### config.mk
export PLATFORM = sky130hd
export DESIGN_NAME = im_port_arbiter
export DESIGN_NICKNAME = d
export VERILOG_FILES = /design/src/rtl/im_port_arbiter.sv
export SDC_FILE = /design/constraint.sdc
export NUM_CORES = 1
export LEC_CHECK = 0
export BUFFER_PORTS_ARGS = -buffer_cell sky130_fd_sc_hd__buf_2
export CAP_MARGIN = 10
export CORE_ASPECT_RATIO = 1.5
export CORE_MARGIN = 2
export CORE_UTILIZATION = 29
export DETAILED_ROUTE_END_ITERATION = 10
export PLACE_DENSITY = 0.85
export SYNTH_ARGS = -nofsm -noshare
export SYNTH_HDL_FRONTEND = slang
export SYNTH_SLANG_ARGS = --single-unit
### constraint.sdc
create_clock -name clk -period 3 [get_ports clk]
set_input_delay 0.45 -clock clk [delete_from_list [all_inputs] [get_ports clk]]
set_output_delay 0.45 -clock clk [all_outputs]
set_load 0.005 [all_outputs]
### src/rtl/im_port_arbiter.sv
// Single-port instruction-memory arbiter: loader-only BOOT phase, then RUN phase
// with fetch priority and a burst counter that bounds how long a loader write can wait.
module im_port_arbiter #(
   parameter int ADDR_W    = 10,
   parameter int DATA_W    = 16,
   parameter int MAX_BURST = 4
) (
   input  logic              clk,
   input  logic              rst_n,
   input  logic              ld_req,
   input  logic [ADDR_W-1:0] ld_addr,
   input  logic [DATA_W-1:0] ld_data,
   output logic              ld_ack,
   input  logic              ld_done,
   input  logic              rd_req,
   input  logic [ADDR_W-1:0] rd_addr,
   output logic              rd_gnt,
   output logic              rd_valid,
   output logic [DATA_W-1:0] rd_data,
   output logic              booted,
   output logic              im_en_write,
   output logic [ADDR_W-1:0] im_address,
   output logic [DATA_W-1:0] im_data_in,
   input  logic [DATA_W-1:0] im_data_out
);

   typedef enum logic [0:0] {
      ST_BOOT = 1'b0,
      ST_RUN  = 1'b1
   } state_t;

   localparam logic [3:0] MAX_BURST_C = 4'(MAX_BURST);

   state_t            r_state;
   logic [3:0]        r_bcnt;
   logic              r_rd_valid;
   logic              w_ld_ack;
   logic              w_rd_gnt;
   logic              w_starved;

   assign w_starved = (r_bcnt == MAX_BURST_C);

   // Grant decision: BOOT serves only the loader; RUN favours fetch unless the loader is starved
   always_comb begin
      w_ld_ack = 1'b0;
      w_rd_gnt = 1'b0;
      case (r_state)
         ST_BOOT: begin
            w_ld_ack = ld_req;
         end
         ST_RUN: begin
            if (ld_req && (!rd_req || w_starved)) begin
               w_ld_ack = 1'b1;
            end else if (rd_req) begin
               w_rd_gnt = 1'b1;
            end else begin
               w_ld_ack = 1'b0;
               w_rd_gnt = 1'b0;
            end
         end
         default: begin
            w_ld_ack = 1'b0;
            w_rd_gnt = 1'b0;
         end
      endcase
   end

   // IM port mux; an idle cycle drives all-zero address and data
   always_comb begin
      im_en_write = w_ld_ack;
      im_address  = {ADDR_W{1'b0}};
      im_data_in  = {DATA_W{1'b0}};
      if (w_ld_ack) begin
         im_address = ld_addr;
         im_data_in = ld_data;
      end else if (w_rd_gnt) begin
         im_address = rd_addr;
      end else begin
         im_address = {ADDR_W{1'b0}};
      end
   end

   // Phase FSM, burst counter and read-return valid flag
   always_ff @(posedge clk or negedge rst_n) begin
      if (!rst_n) begin
         r_state    <= ST_BOOT;
         r_bcnt     <= 4'd0;
         r_rd_valid <= 1'b0;
      end else begin
         r_rd_valid <= w_rd_gnt;
         case (r_state)
            ST_BOOT: begin
               if (ld_done) begin
                  r_state <= ST_RUN;
               end
            end
            ST_RUN: begin
               r_state <= ST_RUN;
            end
            default: begin
               r_state <= ST_BOOT;
            end
         endcase
         if (!ld_req || w_ld_ack) begin
            r_bcnt <= 4'd0;
         end else if (w_rd_gnt) begin
            r_bcnt <= r_bcnt + 4'd1;
         end
      end
   end

   assign ld_ack   = w_ld_ack;
   assign rd_gnt   = w_rd_gnt;
   assign rd_valid = r_rd_valid;
   assign rd_data  = r_rd_valid ? im_data_out : {DATA_W{1'b0}};
   assign booted   = (r_state == ST_RUN);

endmodule

# == Yosys cells after proc, flatten, opt, wreduce, memory -nomap -nowiden ==
# Cells that the tools add are included.
# totals
elab_cells,25
ff_bits,6
# op_classes
eq_ne,1
reduce_logical,6
bitwise,1
n_mux,13
add_sub_neg,1
# op_table
op,n
$mux W16,2
$mux W10,2
$mux W4,2
$mux W1,5
$add A4 B1 Y4 const B,1
$eq A4 B3 Y1 const B,1
$pmux W1 S2,2
$logic_not A1 Y1,2
$logic_or A1 B1 Y1,2
$reduce_bool A2 Y1,1
$logic_and A1 B1 Y1,1
$not A1 Y1,1

# == Longest topological paths before layout ==
# Gate-level depths: netlist of run 1.
# logic_depth
word_depth,7
mapped_depth,7

# == Least setup slack after synthesis of run 1 ==
# OpenSTA, ideal clock, no wires.
# synth_timing
kind,register to output
from,register r_bcnt[0]
to,output im_address[6]
n_path_buf,2
arrival_ns,1.406
setup_slack_ns,1.144
path_stages_with_launch,8
cell_sequence,dfrtp_1 inv_1 ha_1 and3b_1 o21a_1 buf_6 buf_6 a22o_1
# synth_via
elab_chain_len,7
word_cells_on_any_way,9
# synth_lines
item,line_no,rtl
from (decl),35,logic [3:0] r_bcnt;
from (signal assigned),107,r_bcnt <= r_bcnt + 4'd1;
$eq A4 B3 Y1 *,41,assign w_starved = (r_bcnt == MAX_BURST_C);
$logic_or A1 B1 Y1 *,52,if (ld_req && (!rd_req || w_starved)) begin
$logic_and A1 B1 Y1 *,52,
$mux W1,52,
$mux W1,47,case (r_state)
$mux W10,76,end else if (w_rd_gnt) begin
$mux W10 *,73,if (w_ld_ack) begin
to (decl),22,"output logic [ADDR_W-1:0] im_address,"
# Mark *: on every way between the ends. The rest lies on a longest branch, timed or not.

# == Worst setup path after layout of run 1 ==
# Ends and elaborated chain as after synthesis.

==> results of run 1 <==
[metrics by stage]
step                worst slack [ns]  hold slack, ns  instances  util (%)
finish                        0.4564         0.01680        194     56.52
global route                  0.2803         0.01846        194     56.52
CTS                           0.4182         0.01319        194     56.52
detailed placement            0.7016          0.2800        191     55.38
global placement              0.8129          0.2733        191     55.38
floorplan                      1.144          0.1544         72         -
[cell type report]
cell class              instances  area, µm²  share of cell area, %
multi-input cells              57      390.4                  34.94
clock buffers                   3      22.52                  2.016
inverters                       3      11.26                  1.008
repair buffers                103      515.5                  46.14
well taps                      22      27.53                  2.464
flip-flops and latches          6      150.1                  13.44
[registers in the layout (all words and copies together) (netlist names)]
| name | cells |
|---|---|
| booted | 1 |
| r_bcnt | 4 |
| rd_valid | 1 |
[report_power, final]
part | switching [mW] | total, mW | internal [mW]
Clock | 0.0289 | 0.0741 | 0.0452
Combinational | 0.0415 | 0.107 | 0.0656
Sequential | 0.00360 | 0.0868 | 0.0832
[final timing paths]
check | start | to | slack (ns) | cells after the start
max reg2reg | r_bcnt[0]$_DFFE_PN0P_ | rd_valid$_DFF_PN0_ | 1.31 | 4
min reg2reg | booted$_DFF_PN0_ | booted$_DFF_PN0_ | 0.49 | 1
min in group clk | ld_done | booted$_DFF_PN0_ | 0.39 | 2
min | rst_n | booted$_DFF_PN0_ | 0.02 | 1
max | r_bcnt[0]$_DFFE_PN0P_ | im_address[6] | 0.46 | 6
max in group asynchronous | rst_n | rd_valid$_DFF_PN0_ | 2.85 | 1
[per-layer routing]
layer	vias to the layer above	share of wire (%)	track usage [%]
li1	434	-	-
met4	0	1.9	11.43
met3	4	15	2.632
met5	-	0	0
met2	77	53	36.38
met1	385	30	15.49
[Yosys cell counts, drive strengths merged]
library cell	number
nand2	1
clkbuf	1
and3b	1
buf	5
ha	2
o21a	1
or2	1
xnor2	1
inv	3
or3b	1
dfrtp	6
nand3	1
nor2	4
a22o	10
and2	32
a21oi	1
xor2	1
[cell families (layout without fill, tap and decap cells)]
family          count (synthesis)  count (layout)
simple gates                   41              41
compound gates                 12              12
buf+inv                         9             109
flops                           6               6
fa+ha+maj                       2               2
xor+xnor                        2               2
==> summary.txt, run 1 <==
final RePlAce weighted congestion -> 0.7893
Post-Syn Instances -> 72
router iterations before antenna repair -> 4
main combinational cell family by area after synthesis -> simple AND/OR/NAND/NOR gates
multiplexer share of the synthesized area -> 0%
fraction of layout cells with a size suffix above 1 -> 62.21%
gr usage total -> 18.76%
Synth Area in XOR/XNOR -> 2.941%
worst stage delay on the critical path -> 0.66 ns
Setup Skew -> 0.0002437 ns
WP data required -> 2.55 ns
Hold Crit Class -> input port to asynchronous set/reset pin
worst vdd ir -> 0.1220 mV
clk sinks -> 6
Fmax -> 0.3931 GHz
Setup TNS Final -> 0 ns
worst-skew pair later-pin latency -> 0.24 ns
synth top area cells -> and2_1, dfrtp_1, a22o_1, ha_1, buf_6
initial antenna violation count -> 0
largest net degree at the start of global routing -> 29
syn_nets -> 131
largest fanout on the critical path -> 12
DR DRC count -> 0
Power per Cell Area -> 239.9 nW/µm²
Avg Inst Size Synth -> 8.272 µm²
Synth warnings -> 0
CP max stage cell -> a21oi_1
CTS H-tree depth -> 1
post-route ant nets -> 0
vias in the first global route -> 789
Final Instance Area -> 1117 µm²
Yosys reg bits -> 6
Setup crit end kind -> primary output
synthesized area -> 595.6 µm²
via/cell ratio -> 4.639
CTS tree -> done
GR Overflow Total -> 0
num rows -> 20
I/O Buffers -> 103
clock buffer count from CTS -> 3
share of the synthesized area in the top cell type -> 33.61%
adder-cell share of the synthesized area -> 4.202%
Initial Util -> 30.13%
type of the worst setup path -> flop to primary output
most frequent cells in the layout -> buf_2, and2_1, a22o_1
Yosys cell types -> 19
Clock Tree Root -> clkbuf_4
core box area -> 1977 µm²
commonest non-fill, non-tap cell in the layout -> buf_2
Longest Clk Path Bufs -> 2
Layout area overhead -> 87.60%
Post-CTS Hold Buffers -> 0
status -> finished clean
Hold Vio Cnt, Final -> 0
LEAKAGE -> 0.7164 nW
Worst-path clk slew -> 0.04 ns
DP Area -> 1095 µm²
I/O Pins -> 104
crit path DAT -> 2.09 ns
first-pass GRT wire length -> 3077 µm
RSZ-0062 raised after global routing -> false
Die Footprint -> 2440 µm²
Routed WL per cell -> 11.11 µm
fillcell total -> 188
Rel. slew slack -> 45.62%
Die H -> 59.50 µm
Slew Limit Fails -> 0
family with the most delay on the worst path -> compound AO/OA/AOI/OAI gates
Slew @ Worst Pin -> 0.8157 ns
post-CTS setup repair buffer count -> 0
cell taking the most area after synthesis -> and2_1
fin crit period -> 2.544 ns
Final nets -> 233
crit path cell chain -> inv_1 > ha_1 > and3b_1 > a21oi_1 > a22o_1 > buf_2
sequential fraction of the synthesis area -> 25.21%
total number of vias -> 900
Design Power -> 0.2681 mW
Detailed Route WL -> 2156 µm
max cap viols -> 0
diode count -> 0
simple-gate portion of the synthesized area -> 41.60%
startpoint types -> flop
Die Width -> 41 µm
Iter 0 DRT Violations -> 3
post-cts resize count -> 0
Bufs and invs on worst path -> 2
Compound-Gate Fraction of Synth Area -> 16.81%
final setup violation count -> 0
crit share post-route -> 84.79%
No activity file was read; power rests on OpenSTA's default activity.
==> run 2: changes to the inputs <==
--- a/config.mk
+++ b/config.mk
@@ -9,9 +9,9 @@
 export CAP_MARGIN = 10
 export CORE_ASPECT_RATIO = 1.5
 export CORE_MARGIN = 2
-export CORE_UTILIZATION = 29
+export CORE_UTILIZATION = 26
 export DETAILED_ROUTE_END_ITERATION = 10
-export PLACE_DENSITY = 0.85
+export PLACE_DENSITY = 0.77
 export SYNTH_ARGS = -nofsm -noshare
 export SYNTH_HDL_FRONTEND = slang
 export SYNTH_SLANG_ARGS = --single-unit
==> constraint.sdc (replaced) <==
create_clock -name clk -period 2.4 [get_ports clk]
set_input_delay 0.36 -clock clk [delete_from_list [all_inputs] [get_ports clk]]
set_output_delay 0.36 -clock clk [all_outputs]
set_load 0.005 [all_outputs]
==> run 2 against run 1 <==
  * Non-clock buffer count grew 2
  * Global-route usage down 5.3 points
  * Worst hold slack improved by 0.29 ns
  * Setup slack worse by 0.24 ns
  * Wire length decreased by 8.4%
  * Critical endpoint is now im_address[0]
  * Largest cell class unchanged
==> summary.txt, run 2 (synthesis gave the netlist of run 1 again) <==
status -> finished clean
crit share post-route -> 90.96%
Hold Crit Start -> ld_done
Die Footprint -> 2697 µm²
initial antenna violation count -> 0
Layout area overhead -> 90.97%
final setup violation count -> 0
CTS H-tree depth -> 1
Slew @ Worst Pin -> 0.3890 ns
Worst-path clk slew -> 0.04 ns
via/cell ratio -> 4.431
fin crit period -> 2.183 ns
max reg flops -> 4
Slew Limit Fails -> 0
startpoint types -> flop
I/O Pins -> 104
fin util -> 51.53%
worst-skew pair later-pin latency -> 0.24 ns
multi-input logic area -> 391.6 µm²
worst vdd ir -> 0.3222 mV
CP max stage cell -> dfrtp_1
Routed WL per cell -> 10.02 µm
met1 Track Usage GR -> 13.24%
Critical path origin -> r_bcnt[0]$_DFFE_PN0P_
dpl ws -> 0.2892 ns
I/O Buffers -> 103
gr usage total -> 13.49%
Hold Crit Class -> input port to flop
Most Crowded Layer GR -> met2
flop2flop setup slack -> 0.94 ns
fraction of layout cells with a size suffix above 1 -> 62.64%
Register Area -> 150.1 µm²
LEAKAGE -> 0.7261 nW
type of the worst setup path -> flop to primary output
Die H -> 62.62 µm
met3 GRT Util -> 4.624%
DP HPWL -> 1757 µm
Die Width -> 43.08 µm
Hold Path End -> booted$_DFF_PN0_
first-pass GRT wire length -> 2946 µm
Design Power -> 0.3349 mW
router iterations before antenna repair -> 3
Clock Tree Root -> clkbuf_4
Rel. slew slack -> 74.06%
DR DRC count -> 0
RSZ-0062 raised after global routing -> false
most frequent cells in the layout -> buf_2, and2_1, a22o_1
Longest Clk Path Bufs -> 2
commonest non-fill, non-tap cell in the layout -> buf_2
fillcell total -> 219
crit path cell chain -> inv_1 > ha_1 > and3b_1 > o21a_2 > a22o_1 > buf_2
worst stage delay on the critical path -> 0.39 ns
diode count -> 0
post-CTS setup repair buffer count -> 0
hold path cells -> 2
largest net degree at the start of global routing -> 29
clock buffer count from CTS -> 3
core box area -> 2207 µm²
total number of vias -> 873
Detailed Route WL -> 1974 µm
Power per Cell Area -> 294.5 nW/µm²
largest fanout on the critical path -> 28
num rows -> 21
WP data required -> 2.04 ns
PnR worst setup slack -> 0.2169 ns
final RePlAce weighted congestion -> 0.7650
Largest Register -> r_bcnt
crit path DAT -> 1.82 ns
RR Startpoint -> r_bcnt[0]$_DFFE_PN0P_
Initial Util -> 26.98%
Worst Reg-to-Reg Cells -> 5
Final nets -> 235
Hold Vio Cnt, Final -> 0
Setup Skew -> 0.004512 ns
Iter 0 DRT Violations -> 4
CTS tree -> done
vias in the first global route -> 786
global routing usage on met2 -> 25.37%
Critical R2R Capture -> r_bcnt[0]$_DFFE_PN0P_
Fmax -> 0.4581 GHz
clk sinks -> 6
Setup crit end kind -> primary output
GR Overflow Total -> 0
max cap viols -> 0
post-route ant nets -> 0
Setup TNS Final -> 0 ns
## run 2: how the worst max path moves through the flow
stage	endpoint	slack, ns
after floorplan	im_address[6]	0.63
after global placement	im_address[2]	0.39
after detailed placement	im_address[1]	0.29
after CTS	im_address[1]	0.02
after global routing	im_address[1]	0.11
final	im_address[0]	0.22
## run 2: through the flow
stage	hold WS (ns)	std cells	cell area (µm²)
after floorplan	0.06441	72	595.6
after global placement	0.1828	193	1104
after detailed placement	0.1878	193	1104
after CTS	0.3011	197	1136
after global routing	0.2921	197	1137
final	0.3063	197	1137
## run 2: layer usage
metal	vias to the layer above	wire length, µm	part of all wire [%]
met5	-	0	0
met4	0	13	0.66
met3	3	280	14
met2	64	988	50
met1	368	691	35
li1	438	-	-
## run 2: power breakdown
part / internal, mW / total [mW] / switching [mW]
Sequential: 0.104 / 0.108 / 0.00411
Combinational: 0.0845 / 0.136 / 0.0516
Clock: 0.0564 / 0.0907 / 0.0343
Total: 0.245 / 0.335 / 0.0900
## run 2: critical path: cells and delay by family (launching register included)
| kind | cells | cell delay (ns) |
|---|---|---|
| AO/OA/AOI/OAI | 2 | 0.62 |
| adder cells (fa/ha/maj) | 1 | 0.19 |
| buffers and inverters | 2 | 0.18 |
| flip-flops | 1 | 0.39 |
| AND/OR/NAND/NOR | 1 | 0.20 |
## run 2: cell type report
type / instances / area share (%)
Sequential cell: 6 / 13.20
Tap cell: 23 / 2.530
Inverter: 3 / 0.9901
Multi-Input combinational cell: 57 / 34.43
Clock buffer: 3 / 1.980
Timing Repair Buffer: 105 / 46.86
## run 2: timing repair
action,in CTS,in global routing
setup endpoints to repair,0,28
hold buffers,1,0
endpoints found under the hold margin,6,0
gates resized for setup,0,1
==> run 3: changes to the inputs <==
--- a/config.mk
+++ b/config.mk
@@ -9,9 +9,10 @@
 export CAP_MARGIN = 10
 export CORE_ASPECT_RATIO = 1.5
 export CORE_MARGIN = 2
-export CORE_UTILIZATION = 26
+export CORE_UTILIZATION = 29
 export DETAILED_ROUTE_END_ITERATION = 10
-export PLACE_DENSITY = 0.77
+export PLACE_DENSITY = 0.85
+export SETUP_SLACK_MARGIN = 0.5
 export SYNTH_ARGS = -nofsm -noshare
 export SYNTH_HDL_FRONTEND = slang
 export SYNTH_SLANG_ARGS = --single-unit
==> constraint.sdc (replaced) <==
create_clock -name clk -period 2.7 [get_ports clk]
set_input_delay 0.405 -clock clk [delete_from_list [all_inputs] [get_ports clk]]
set_output_delay 0.405 -clock clk [all_outputs]
set_load 0.005 [all_outputs]
==> run 3 against run 2 <==
  * Setup slack better by 0.35 ns
  * Utilization is 8.8 points higher
  * Wire length is 28% higher
  * Register-to-register slack better by 0.21 ns
  * Sequential share of layout area is 0.61 points lower
  * Cell area is 4.8% higher
  * Cell count is 1.0% higher
  * Clock skew is 0.0022 ns lower
  * Largest cell class unchanged
  * Highest routed layer is now met3
==> summary.txt, run 3 (synthesis gave the netlist of run 1 again) <==
status -> finished clean
max reg flops -> 4
worst vdd ir -> 0.1948 mV
crit share post-route -> 78.82%
Iter 0 DRT Violations -> 15
Slew Limit Fails -> 0
total number of vias -> 937
final setup violation count -> 0
via/cell ratio -> 4.709
core box area -> 1977 µm²
commonest non-fill, non-tap cell in the layout -> buf_2
post-route ant nets -> 0
Detailed Route WL -> 2517 µm
Power per Cell Area -> 261.2 nW/µm²
startpoint types -> flop
most frequent cells in the layout -> buf_2, and2_1, a22o_1
Die Width -> 41 µm
Hold Vio Cnt, Final -> 0
DR DRC count -> 0
Routed WL per cell -> 12.65 µm
Slew @ Worst Pin -> 0.3303 ns
crit path cell chain -> inv_1 > ha_2 > and3b_2 > o21a_4 > a22o_1 > buf_2
diode count -> 0
Layout area overhead -> 100.2%
type of the worst setup path -> flop to primary output
gr usage total -> 18.93%
Setup crit end kind -> primary output
max cap viols -> 0
largest net degree at the start of global routing -> 29
CTS H-tree depth -> 1
Initial Util -> 30.13%
Critical path origin -> r_bcnt[0]$_DFFE_PN0P_
clk sinks -> 6
fraction of layout cells with a size suffix above 1 -> 64.97%
RSZ-0062 raised after global routing -> false
Fmax -> 0.4699 GHz
Largest Register -> r_bcnt
clock buffer count from CTS -> 3
LEAKAGE -> 0.7412 nW
Clock Tree Root -> clkbuf_4
Hold Crit Class -> input port to flop
DP HPWL -> 1984 µm
num rows -> 20
CP max stage cell -> dfrtp_1
router iterations before antenna repair -> 4
multi-input logic area -> 436.7 µm²
Setup TNS Final -> 0 ns
crit path DAT -> 1.72 ns
WP data required -> 2.30 ns
worst stage delay on the critical path -> 0.38 ns
Worst-path clk slew -> 0.05 ns
largest fanout on the critical path -> 7
I/O Buffers -> 103
Setup Skew -> 0.002272 ns
Die H -> 59.50 µm
I/O Pins -> 104
vias in the first global route -> 787
RR Startpoint -> r_bcnt[0]$_DFFE_PN0P_
Longest Clk Path Bufs -> 2
fillcell total -> 190
first-pass GRT wire length -> 3160 µm
initial antenna violation count -> 0
Final nets -> 238
worst-skew pair later-pin latency -> 0.24 ns
fin util -> 60.32%
Hold Crit Start -> ld_done
GR Overflow Total -> 0
Rel. slew slack -> 77.98%
fin crit period -> 2.128 ns
Register Area -> 150.1 µm²
Die Footprint -> 2440 µm²
final RePlAce weighted congestion -> 0.7688
CTS tree -> done
==> run 3: cell count changes in the layout (fill, tap and decap cells not counted), sizes merged <==
cell,before,now
o21a,1,3
buf,104,105
==> run 3: layer usage <==
| metal | share of wire, % | GRT usage (%) | vias up |
|---|---|---|---|
| met5 | 0 | 0 | - |
| met4 | 0 | 7.143 | 0 |
| met3 | 14 | 4.511 | 0 |
| met2 | 56 | 38.39 | 79 |
| met1 | 29 | 14.92 | 408 |
| li1 | - | - | 450 |
==> run 3: power by group <==
part           internal, mW  switching (mW)
clock network        0.0503          0.0331
logic                0.0797          0.0524
registers            0.0924         0.00364
total                 0.222          0.0891
==> run 3: path summary, 6_finish.rpt <==
path | depth (start not counted) | end | slack, ns
setup reg to reg | 5 | r_bcnt[2]$_DFFE_PN0P_ | 1.15
hold reg to reg | 1 | r_bcnt[0]$_DFFE_PN0P_ | 0.49
max in group asynchronous | 2 | r_bcnt[1]$_DFFE_PN0P_ | 2.03
setup / recovery | 6 | im_address[5] | 0.57
hold / removal | 2 | booted$_DFF_PN0_ | 0.35
min in group asynchronous | 2 | booted$_DFF_PN0_ | 0.53
==> run 3: per-stage QoR <==
| step | instances | power (mW) | cell area, µm² | hold slack (ns) | setup WS [ns] |
|---|---|---|---|---|---|
| global route | 199 | 0.3337 | 1192 | 0.3742 | 0.5040 |
| finish | 199 | 0.3115 | 1192 | 0.3529 | 0.5718 |
| floorplan | 72 | 0.1462 | 595.6 | 0.1094 | 0.8887 |
| detailed placement | 192 | 0.2207 | 1102 | 0.2372 | 0.5110 |
| CTS | 196 | 0.3069 | 1142 | 0.3490 | 0.5554 |
| global placement | 192 | 0.2172 | 1102 | 0.2277 | 0.6331 |
==> run 3: final cells by class <==
type                            instances  share of cell area (%)
Timing Repair Buffer                  106                   45.65
Multi-Input combinational cell         59                   36.62
Sequential cell                         6                   12.59
Tap cell                               22                   2.309
Clock buffer                            3                   1.889
Inverter                                3                  0.9444
==> run 3: repair_timing <==
action                                  4_1_cts  5_1_grt
buffers inserted                              0        0
endpoints found under the hold margin         6        0
hold buffers                                  1        0
cloned                                        0        3
endpoints found under the setup margin       28       10
resized for setup                             2        8
pin swaps                                     0        9
==> run 3: critical path, delay by kind of cell, from the launching register on <==
family | cells | cell delay [ns]
fa+ha+maj | 1 | 0.17
flops | 1 | 0.38
compound gates | 2 | 0.47
simple gates | 1 | 0.27
buf+inv | 2 | 0.19
